--- src/rtl/chipset_pkg.sv ---
// chipset_pkg: shared types and constants for the chipset_nregions interconnect.
//   - state_t          : access FSM states (IDLE / ACCESS / RESP)
//   - ERR_STATUS_OFS   : CSR offset of the sticky error status register
//   - ERR_ADDR_OFS     : CSR offset of the captured error address
//   - ERR_*_BIT        : bit positions inside ERR_STATUS
//   - err_status_next  : W1C plus error-set update of ERR_STATUS
package chipset_pkg;

  typedef enum logic [1:0] {
    ST_IDLE   = 2'd0,
    ST_ACCESS = 2'd1,
    ST_RESP   = 2'd2
  } state_t;

  localparam int unsigned ERR_STATUS_OFS = 32'h40;
  localparam int unsigned ERR_ADDR_OFS   = 32'h44;

  localparam int ERR_VALID_BIT   = 0;
  localparam int ERR_TIMEOUT_BIT = 1;
  localparam int ERR_OVF_BIT     = 2;

  // Clear first, then apply a new error so that a same-cycle error survives the W1C.
  function automatic logic [2:0] err_status_next(input logic [2:0] cur,
                                                 input logic [2:0] clr,
                                                 input logic       set,
                                                 input logic       is_timeout);
    logic [2:0] nxt;
    nxt = cur & ~clr;
    if (set) begin
      if (nxt[ERR_VALID_BIT]) begin
        nxt[ERR_OVF_BIT] = 1'b1;
      end else begin
        nxt[ERR_VALID_BIT]   = 1'b1;
        nxt[ERR_TIMEOUT_BIT] = is_timeout;
      end
    end else begin
      nxt = nxt;
    end
    return nxt;
  endfunction

endpackage

--- src/rtl/chipset_csr.sv ---
// chipset_csr: CSR window of the interconnect.
//   i_clk, i_rst_n   : clock, asynchronous active-low reset
//   i_ofs            : byte offset inside the CSR window (read mux / write decode)
//   i_wr_en          : one-cycle strobe, a CSR write is accepted this cycle
//   i_clr_data       : low write-data bits, W1C mask for ERR_STATUS
//   i_err_set        : a bus error completes this cycle
//   i_err_timeout    : cause of that error is a slave timeout (else unmapped)
//   i_err_addr       : full address of the failing access
//   i_ctrl_val       : NUM_CTRL read-only control words
//   o_rdata          : combinational read data for i_ofs
//   o_irq_err        : ERR_STATUS.valid
module chipset_csr
  import chipset_pkg::*;
#(
  parameter int DW       = 32,
  parameter int AW       = 32,
  parameter int NUM_CTRL = 3
) (
  input  logic                   i_clk,
  input  logic                   i_rst_n,
  input  logic [AW-1:0]          i_ofs,
  input  logic                   i_wr_en,
  input  logic [2:0]             i_clr_data,
  input  logic                   i_err_set,
  input  logic                   i_err_timeout,
  input  logic [AW-1:0]          i_err_addr,
  input  logic [NUM_CTRL*DW-1:0] i_ctrl_val,
  output logic [DW-1:0]          o_rdata,
  output logic                   o_irq_err
);

  logic [2:0]    r_status;
  logic [AW-1:0] r_err_addr;
  logic [2:0]    w_clr;
  logic [2:0]    w_after_clr;
  logic          w_first_err;

  // Read mux: status/address registers, then aligned control words, else zero.
  always_comb begin
    o_rdata = '0;
    if (i_ofs == AW'(ERR_STATUS_OFS)) begin
      o_rdata = DW'(r_status);
    end else if (i_ofs == AW'(ERR_ADDR_OFS)) begin
      o_rdata = DW'(r_err_addr);
    end else if ((i_ofs[1:0] == 2'b00) && (i_ofs < AW'(4 * NUM_CTRL))) begin
      o_rdata = i_ctrl_val[32'(i_ofs[5:2]) * DW +: DW];
    end else begin
      o_rdata = '0;
    end
  end

  // W1C mask and "first error" detection (ERR_ADDR only captures the first one).
  always_comb begin
    w_clr       = 3'b000;
    if (i_wr_en && (i_ofs == AW'(ERR_STATUS_OFS))) begin
      w_clr = i_clr_data;
    end else begin
      w_clr = 3'b000;
    end
    w_after_clr = r_status & ~w_clr;
    w_first_err = i_err_set && !w_after_clr[ERR_VALID_BIT];
  end

  // Sticky error status and address registers.
  always_ff @(posedge i_clk or negedge i_rst_n) begin
    if (!i_rst_n) begin
      r_status   <= 3'b000;
      r_err_addr <= '0;
    end else begin
      r_status <= err_status_next(r_status, w_clr, i_err_set, i_err_timeout);
      if (w_first_err) begin
        r_err_addr <= i_err_addr;
      end
    end
  end

  assign o_irq_err = r_status[ERR_VALID_BIT];

endmodule

--- src/rtl/chipset_nregions.sv ---
// chipset_nregions: registered memory-map interconnect from the core data port
// to NUM_REGIONS equal-sized slave regions plus a CSR window right after them.
//   i_clk, i_rst_n        : clock, asynchronous active-low reset
//   i_req/i_we/i_addr/i_wd: core request, held until o_ack
//   o_rd/o_ack/o_err      : one-cycle response (rd is 0 on writes and errors)
//   o_irq_err             : sticky bus-error flag (ERR_STATUS.valid)
//   o_reg_sel/o_reg_we/o_reg_addr/o_reg_wd : slave side, sel is one-hot
//   i_reg_rd/i_reg_ack    : per-slave read data and completion
//   i_ctrl_val            : read-only control words exposed in the CSR window
module chipset_nregions
  import chipset_pkg::*;
#(
  parameter int          DW          = 32,
  parameter int          AW          = 32,
  parameter int          NUM_REGIONS = 4,
  parameter logic [AW-1:0] BASE      = '0,
  parameter int unsigned REGION_SIZE = 32'h10000,
  parameter int          NUM_CTRL    = 3,
  parameter int          TIMEOUT     = 255
) (
  input  logic                      i_clk,
  input  logic                      i_rst_n,
  input  logic                      i_req,
  input  logic                      i_we,
  input  logic [AW-1:0]             i_addr,
  input  logic [DW-1:0]             i_wd,
  output logic [DW-1:0]             o_rd,
  output logic                      o_ack,
  output logic                      o_err,
  output logic                      o_irq_err,
  output logic [NUM_REGIONS-1:0]    o_reg_sel,
  output logic                      o_reg_we,
  output logic [AW-1:0]             o_reg_addr,
  output logic [DW-1:0]             o_reg_wd,
  input  logic [NUM_REGIONS*DW-1:0] i_reg_rd,
  input  logic [NUM_REGIONS-1:0]    i_reg_ack,
  input  logic [NUM_CTRL*DW-1:0]    i_ctrl_val
);

  localparam int RS_LOG2 = $clog2(REGION_SIZE);
  localparam int IW      = (NUM_REGIONS > 1) ? $clog2(NUM_REGIONS) : 1;
  localparam int CW      = $clog2(TIMEOUT + 1);
  // One bit wider than the address so the window ends never wrap.
  localparam logic [AW:0] REG_SPAN = (AW+1)'(NUM_REGIONS * REGION_SIZE);
  localparam logic [AW:0] CSR_END  = REG_SPAN + (AW+1)'(REGION_SIZE);

  state_t                   r_state;
  logic [NUM_REGIONS-1:0]   r_reg_sel;
  logic                     r_reg_we;
  logic [AW-1:0]            r_reg_addr;
  logic [DW-1:0]            r_reg_wd;
  logic [IW-1:0]            r_idx;
  logic [AW-1:0]            r_addr;
  logic [CW-1:0]            r_cnt;
  logic [DW-1:0]            r_rd;
  logic                     r_ack;
  logic                     r_err;

  logic [AW-1:0]            w_off;
  logic                     w_is_region;
  logic                     w_is_csr;
  logic [IW-1:0]            w_idx;
  logic [AW-1:0]            w_reg_ofs;
  logic [AW-1:0]            w_csr_ofs;
  logic                     w_sel_ack;
  logic [DW-1:0]            w_sel_rd;
  logic                     w_timeout;
  logic                     w_err_set;
  logic                     w_err_timeout;
  logic [AW-1:0]            w_err_addr;
  logic                     w_csr_wr;
  logic [DW-1:0]            w_csr_rdata;

  // Address decode of the live request (only used while IDLE).
  always_comb begin
    w_off       = i_addr - BASE;
    w_is_region = (i_addr >= BASE) && ({1'b0, w_off} < REG_SPAN);
    w_is_csr    = (i_addr >= BASE) && !w_is_region && ({1'b0, w_off} < CSR_END);
    w_idx       = IW'(w_off >> RS_LOG2);
    w_reg_ofs   = w_off & AW'(REGION_SIZE - 1);
    w_csr_ofs   = w_off - AW'(REG_SPAN);
  end

  // Selected-slave view; acks from other slaves never reach the FSM.
  always_comb begin
    w_sel_ack = i_reg_ack[r_idx];
    w_sel_rd  = i_reg_rd[32'(r_idx) * DW +: DW];
    w_timeout = (r_cnt == CW'(TIMEOUT));
  end

  // Error and CSR-write strobes towards the CSR block.
  always_comb begin
    w_err_set     = 1'b0;
    w_err_timeout = 1'b0;
    w_err_addr    = i_addr;
    w_csr_wr      = 1'b0;
    if ((r_state == ST_IDLE) && i_req) begin
      w_err_set = !w_is_region && !w_is_csr;
      w_csr_wr  = w_is_csr && i_we;
    end else if ((r_state == ST_ACCESS) && !w_sel_ack && w_timeout) begin
      w_err_set     = 1'b1;
      w_err_timeout = 1'b1;
      w_err_addr    = r_addr;
    end else begin
      w_err_set = 1'b0;
    end
  end

  chipset_csr #(
    .DW       (DW),
    .AW       (AW),
    .NUM_CTRL (NUM_CTRL)
  ) u_csr (
    .i_clk         (i_clk),
    .i_rst_n       (i_rst_n),
    .i_ofs         (w_csr_ofs),
    .i_wr_en       (w_csr_wr),
    .i_clr_data    (i_wd[2:0]),
    .i_err_set     (w_err_set),
    .i_err_timeout (w_err_timeout),
    .i_err_addr    (w_err_addr),
    .i_ctrl_val    (i_ctrl_val),
    .o_rdata       (w_csr_rdata),
    .o_irq_err     (o_irq_err)
  );

  // Access FSM with registered slave-side and core-side outputs.
  always_ff @(posedge i_clk or negedge i_rst_n) begin
    if (!i_rst_n) begin
      r_state    <= ST_IDLE;
      r_reg_sel  <= '0;
      r_reg_we   <= 1'b0;
      r_reg_addr <= '0;
      r_reg_wd   <= '0;
      r_idx      <= '0;
      r_addr     <= '0;
      r_cnt      <= '0;
      r_rd       <= '0;
      r_ack      <= 1'b0;
      r_err      <= 1'b0;
    end else begin
      case (r_state)
        ST_IDLE: begin
          r_ack <= 1'b0;
          r_err <= 1'b0;
          r_rd  <= '0;
          if (i_req) begin
            r_addr <= i_addr;
            if (w_is_region) begin
              r_state    <= ST_ACCESS;
              r_idx      <= w_idx;
              r_reg_sel  <= NUM_REGIONS'(1'b1) << w_idx;
              r_reg_we   <= i_we;
              r_reg_addr <= w_reg_ofs;
              r_reg_wd   <= i_wd;
              r_cnt      <= '0;
            end else begin
              // CSR and unmapped accesses answer straight away.
              r_state <= ST_RESP;
              r_ack   <= 1'b1;
              r_err   <= !w_is_csr;
              r_rd    <= (w_is_csr && !i_we) ? w_csr_rdata : '0;
            end
          end
        end
        ST_ACCESS: begin
          if (w_sel_ack || w_timeout) begin
            r_state    <= ST_RESP;
            r_ack      <= 1'b1;
            r_err      <= !w_sel_ack;
            r_rd       <= (w_sel_ack && !r_reg_we) ? w_sel_rd : '0;
            r_reg_sel  <= '0;
            r_reg_we   <= 1'b0;
            r_reg_addr <= '0;
            r_reg_wd   <= '0;
            r_cnt      <= '0;
          end else begin
            r_cnt <= r_cnt + CW'(1);
          end
        end
        ST_RESP: begin
          r_state <= ST_IDLE;
          r_ack   <= 1'b0;
          r_err   <= 1'b0;
          r_rd    <= '0;
        end
        default: begin
          r_state   <= ST_IDLE;
          r_ack     <= 1'b0;
          r_err     <= 1'b0;
          r_rd      <= '0;
          r_reg_sel <= '0;
        end
      endcase
    end
  end

  assign o_rd       = r_rd;
  assign o_ack      = r_ack;
  assign o_err      = r_err;
  assign o_reg_sel  = r_reg_sel;
  assign o_reg_we   = r_reg_we;
  assign o_reg_addr = r_reg_addr;
  assign o_reg_wd   = r_reg_wd;

endmodule

--- config.mk ---
export PLATFORM = sky130hd
export DESIGN_NAME = chipset_nregions
export DESIGN_NICKNAME = d
export VERILOG_FILES = /design/src/rtl/chipset_pkg.sv /design/src/rtl/chipset_csr.sv /design/src/rtl/chipset_nregions.sv
export SDC_FILE = /design/constraint.sdc
export NUM_CORES = 1
export LEC_CHECK = 0
export ABC_AREA = 1
export ABC_CLOCK_PERIOD_IN_PS = 2600
export BUFFER_PORTS_ARGS = -buffer_cell sky130_fd_sc_hd__buf_2
export CORE_AREA = 2 2 156 158
export CTS_CLUSTER_DIAMETER = 200
export DETAILED_ROUTE_END_ITERATION = 8
export DIE_AREA = 0 0 158 160
export GPL_ROUTABILITY_DRIVEN = 0
export PLACE_DENSITY = 0.73
export SYNTH_ARGS = -nofsm -noshare
export SYNTH_HDL_FRONTEND = slang
export SYNTH_HIERARCHICAL = 1
export SYNTH_SLANG_ARGS = --single-unit
--- constraint.sdc ---
create_clock -name i_clk -period 2.6 [get_ports i_clk]
set_clock_uncertainty 0.2 [all_clocks]
set_input_delay 0.52 -clock i_clk [delete_from_list [all_inputs] [get_ports i_clk]]
set_output_delay 0.52 -clock i_clk [all_outputs]
set_load 0.05 [all_outputs]
==> metrics <==
CTS Buf Count=17; power density over the cells=460 nW/um^2; post-route design area=13700 sq um; Ant. Diodes=0; Clock transition at path regs=70 ps; startpoint types=primary input; Filler Cell Count=2212; Slew HR=54.0%; first-pass GRT wire length=56300 microns; register area share after synthesis=40.2%; Final nets=2162; Max Transition Viols Final=0; clk root buf=clkbuf_16; total core area=23800 sq um; number of synthesis warnings=6; # rows=57; IO buf count=383; VDD IR max=0.000415 V; actual slew at the worst max-slew pin=690 ps; I/O pin count=400; clock sink total=166; initial antenna violation count=0; TritonCTS clock tree=yes; clock buffer depth=2; crit path DAT=2670 ps; Die W=158 microns; CP Capture Type=register; post-DP HPWL=27800 microns; drt drc=0; f_max=399 MHz; WS Path Type=in2reg; Place WS=-561 ps; crit-path cells=buf_2 > inv_2 > buf_4 > nand2_2 > nor2_4 > nand3_2 > xor2_1 > nor2_1 > nand2_1 > nor2_2 > nand2_4 > nor2_4 > buf_12 > clkbuf_16 > a21oi_2 > nor2_1 > inv_1 > nor2_1 > nand4_1 > nand3_1; Yosys reg bits=166; Total GRT Usage=28.4%; initial core utilization=43.3%; # H-tree levels=4; Post-synth EDFFs=0; vias=11500; Tmin final=2510 ps; Top FF cell, synth=dfrtp_1; final worst slack=91.9 ps; Detail Route Antenna Nets=0; share of cells above drive strength 1=32.5%; Syn Area/Cell=6.99 sq um; Overflow after GRT=0; CP Launch Point=i_addr[25]; WL/cell=17.1 microns; Syn Std Cell Area=10300 sq um; Post-DP Area=12800 sq um; post-synthesis async set-or-reset flop share=100%; critical path's slowest cell=xor2_1; Final setup viols=0; number of global-route vias before repair=10700; largest net degree at the start of global routing=70; P_leak=0.00717 uW; Area growth syn-to-layout=33.2%; Die Span Y=160 microns; Power Total=6320 uW; initial detailed-routing violation count=1091; cell family with most CP delay=simple AND/OR/NAND/NOR gates; WP buf/inv=6; final WL=37700 microns; number of max-cap violations=0; min-delay src=i_wd[23]; cell count after synthesis=1477; worst path required time=2770 ps; drt first pass iters=5; Die Area=25300 sq um; outcome=completed; final worst path period share=96.5%; vias per cell=5.21; clk_lat worst skew=430 ps; max incr delay on CP=160 ps; Hold Vio Cnt, Final=0; CP max FO=5; Hold Path Class=in2reg; unrepaired setup endpoints after global routing=yes; R2R Path Start=r_cnt[0]$_DFFE_PN0P_; crit-path most repeated cell=nor2_1; Netlist cell types=33
==> cell type report <==
| class | count | area [sq um] | area share [%] |
|---|---|---|---|
| clock buffers | 19 | 443 | 3.22 |
| clock inverters | 13 | 145 | 1.06 |
| repair buffers | 464 | 2810 | 20.4 |
| multi-input cells | 1120 | 5420 | 39.5 |
| well taps | 324 | 405 | 2.95 |
| flip-flops and latches | 166 | 4160 | 30.2 |
| inverters | 94 | 363 | 2.64 |
==> through the flow <==
stage | hold WS, ps | TNS [ps] | utilization, % | cells
after floorplan | 24.4 | 0 | - | 1492
after global placement | 251 | -28540 | 53.7 | 2156
after detailed placement | 257 | -32820 | 53.7 | 2156
after CTS | 125 | 0 | 56.2 | 2189
after global routing | 129 | -2580 | 57.7 | 2200
final | 140 | 0 | 57.7 | 2200
==> what timing repair did <==
item,4_1_cts,5_1_grt
hold buffers,1,0
pin swaps,0,49
setup buffers,0,8
gates resized for setup,4,63
setup endpoints to repair,55,65
gates cloned,0,3
hold endpoints to repair,36,0
==> logic make-up (layout without fill, tap and decap cells) <==
kind of cell,Yosys count,after routing,synth area share (%)
other cells,1,16,0.0363
simple gates,792,792,33.0
fa+ha+maj,3,3,0.364
flops,166,166,40.2
compound gates,297,297,15.9
xor+xnor,12,12,1.02
buf+inv,206,590,9.43
==> per-layer routing <==
metal	GRT usage, %	routed length (microns)	vias up
li1	-	-	5583
met5	0	0	-
met3	5.75	2780	93
met2	45.6	17600	515
met1	37.5	15700	5276
met4	11.9	1550	0
==> cells in the mapped netlist (2+ instances only) <==
master    count  area share (%)
o21ai_2      18             1.5
nand3_2       3            0.29
a21oi_1      13            0.63
nand2_2      25             1.5
buf_1         6            0.22
nand2_4       4            0.44
nor2_4        5            0.55
o21ai_1      15            0.73
o211ai_1     21             1.5
buf_6        12             1.3
nor2_2        8            0.48
dfrtp_1     166              40
ha_1          3            0.36
o22ai_1      26             1.6
nand4_1      45             2.7
clkinv_1      2           0.073
nor3_1       14            0.68
inv_1        86             3.1
nand2_1     395              14
buf_2        33             1.6
nand3_1      88             4.3
xor2_1       12             1.0
nor2_1      201             7.3
clkbuf_1     42             1.5
buf_4        18             1.3
o21ai_0     204             9.9
inv_2         6            0.22
==> registers in the layout (all words and copies together) (netlist names) <==
name / count
o_rd: 32
o_reg_wd: 32
r_addr: 32
u_csr/r_err_addr: 32
o_reg_addr: 16
r_cnt: 8
o_reg_sel: 4
u_csr/r_status: 3
r_idx: 2
r_state: 2
o_ack: 1
o_err: 1
o_reg_we: 1
==> final timing paths <==
check | to | slack (ps) | cells past startpoint
worst max-delay path | o_rd[21]$_DFFE_PN0P_ | 90 | 20
worst min-delay path | o_reg_wd[23]$_DFFE_PN0P_ | 140 | 3
worst max register to register | u_csr/r_err_addr[9]$_DFFE_PN0P_ | 260 | 12
worst min register to register | u_csr/r_err_addr[3]$_DFFE_PN0P_ | 280 | 2
max in group asynchronous | r_addr[31]$_DFFE_PN0P_ | 1120 | 3
min in group asynchronous | o_reg_wd[31]$_DFFE_PN0P_ | 370 | 2
==> where the power goes <==
group          switching (uW)  internal (uW)  total, uW
sequential               97.4           2730       2830
clock                    1110           1450       2560
combinational             565            369        934
==> worst reg2reg max path, cell delays in order (launching register included) <==
cell	delay, ps
dfrtp_1	400
ha_1	190
nand2_1	100
nor2_2	160
nand2_1	140
inv_1	90
nand3_2	110
inv_1	100
buf_4	300
nand2_1	100
o21ai_0	130
nand3_1	160
nand2_1	90
==> cell usage in the layout, fill, tap and decap left out, types with 12 or more instances in the layout <==
master,Yosys,routed
nand2_1,395,387
buf_2,33,376
o21ai_0,204,200
nor2_1,201,188
dfrtp_1,166,164
nand3_1,88,85
inv_1,86,76
buf_4,18,62
nand4_1,45,45
nand2_2,25,29
o22ai_1,26,26
o211ai_1,21,21
clkbuf_16,0,20
o21ai_1,15,19
o21ai_2,18,18
conb_1,1,16
nor2_2,8,15
buf_12,0,14
inv_2,6,13
nor3_1,14,13
xor2_1,12,12
No activity file was read; power rests on OpenSTA's default activity.
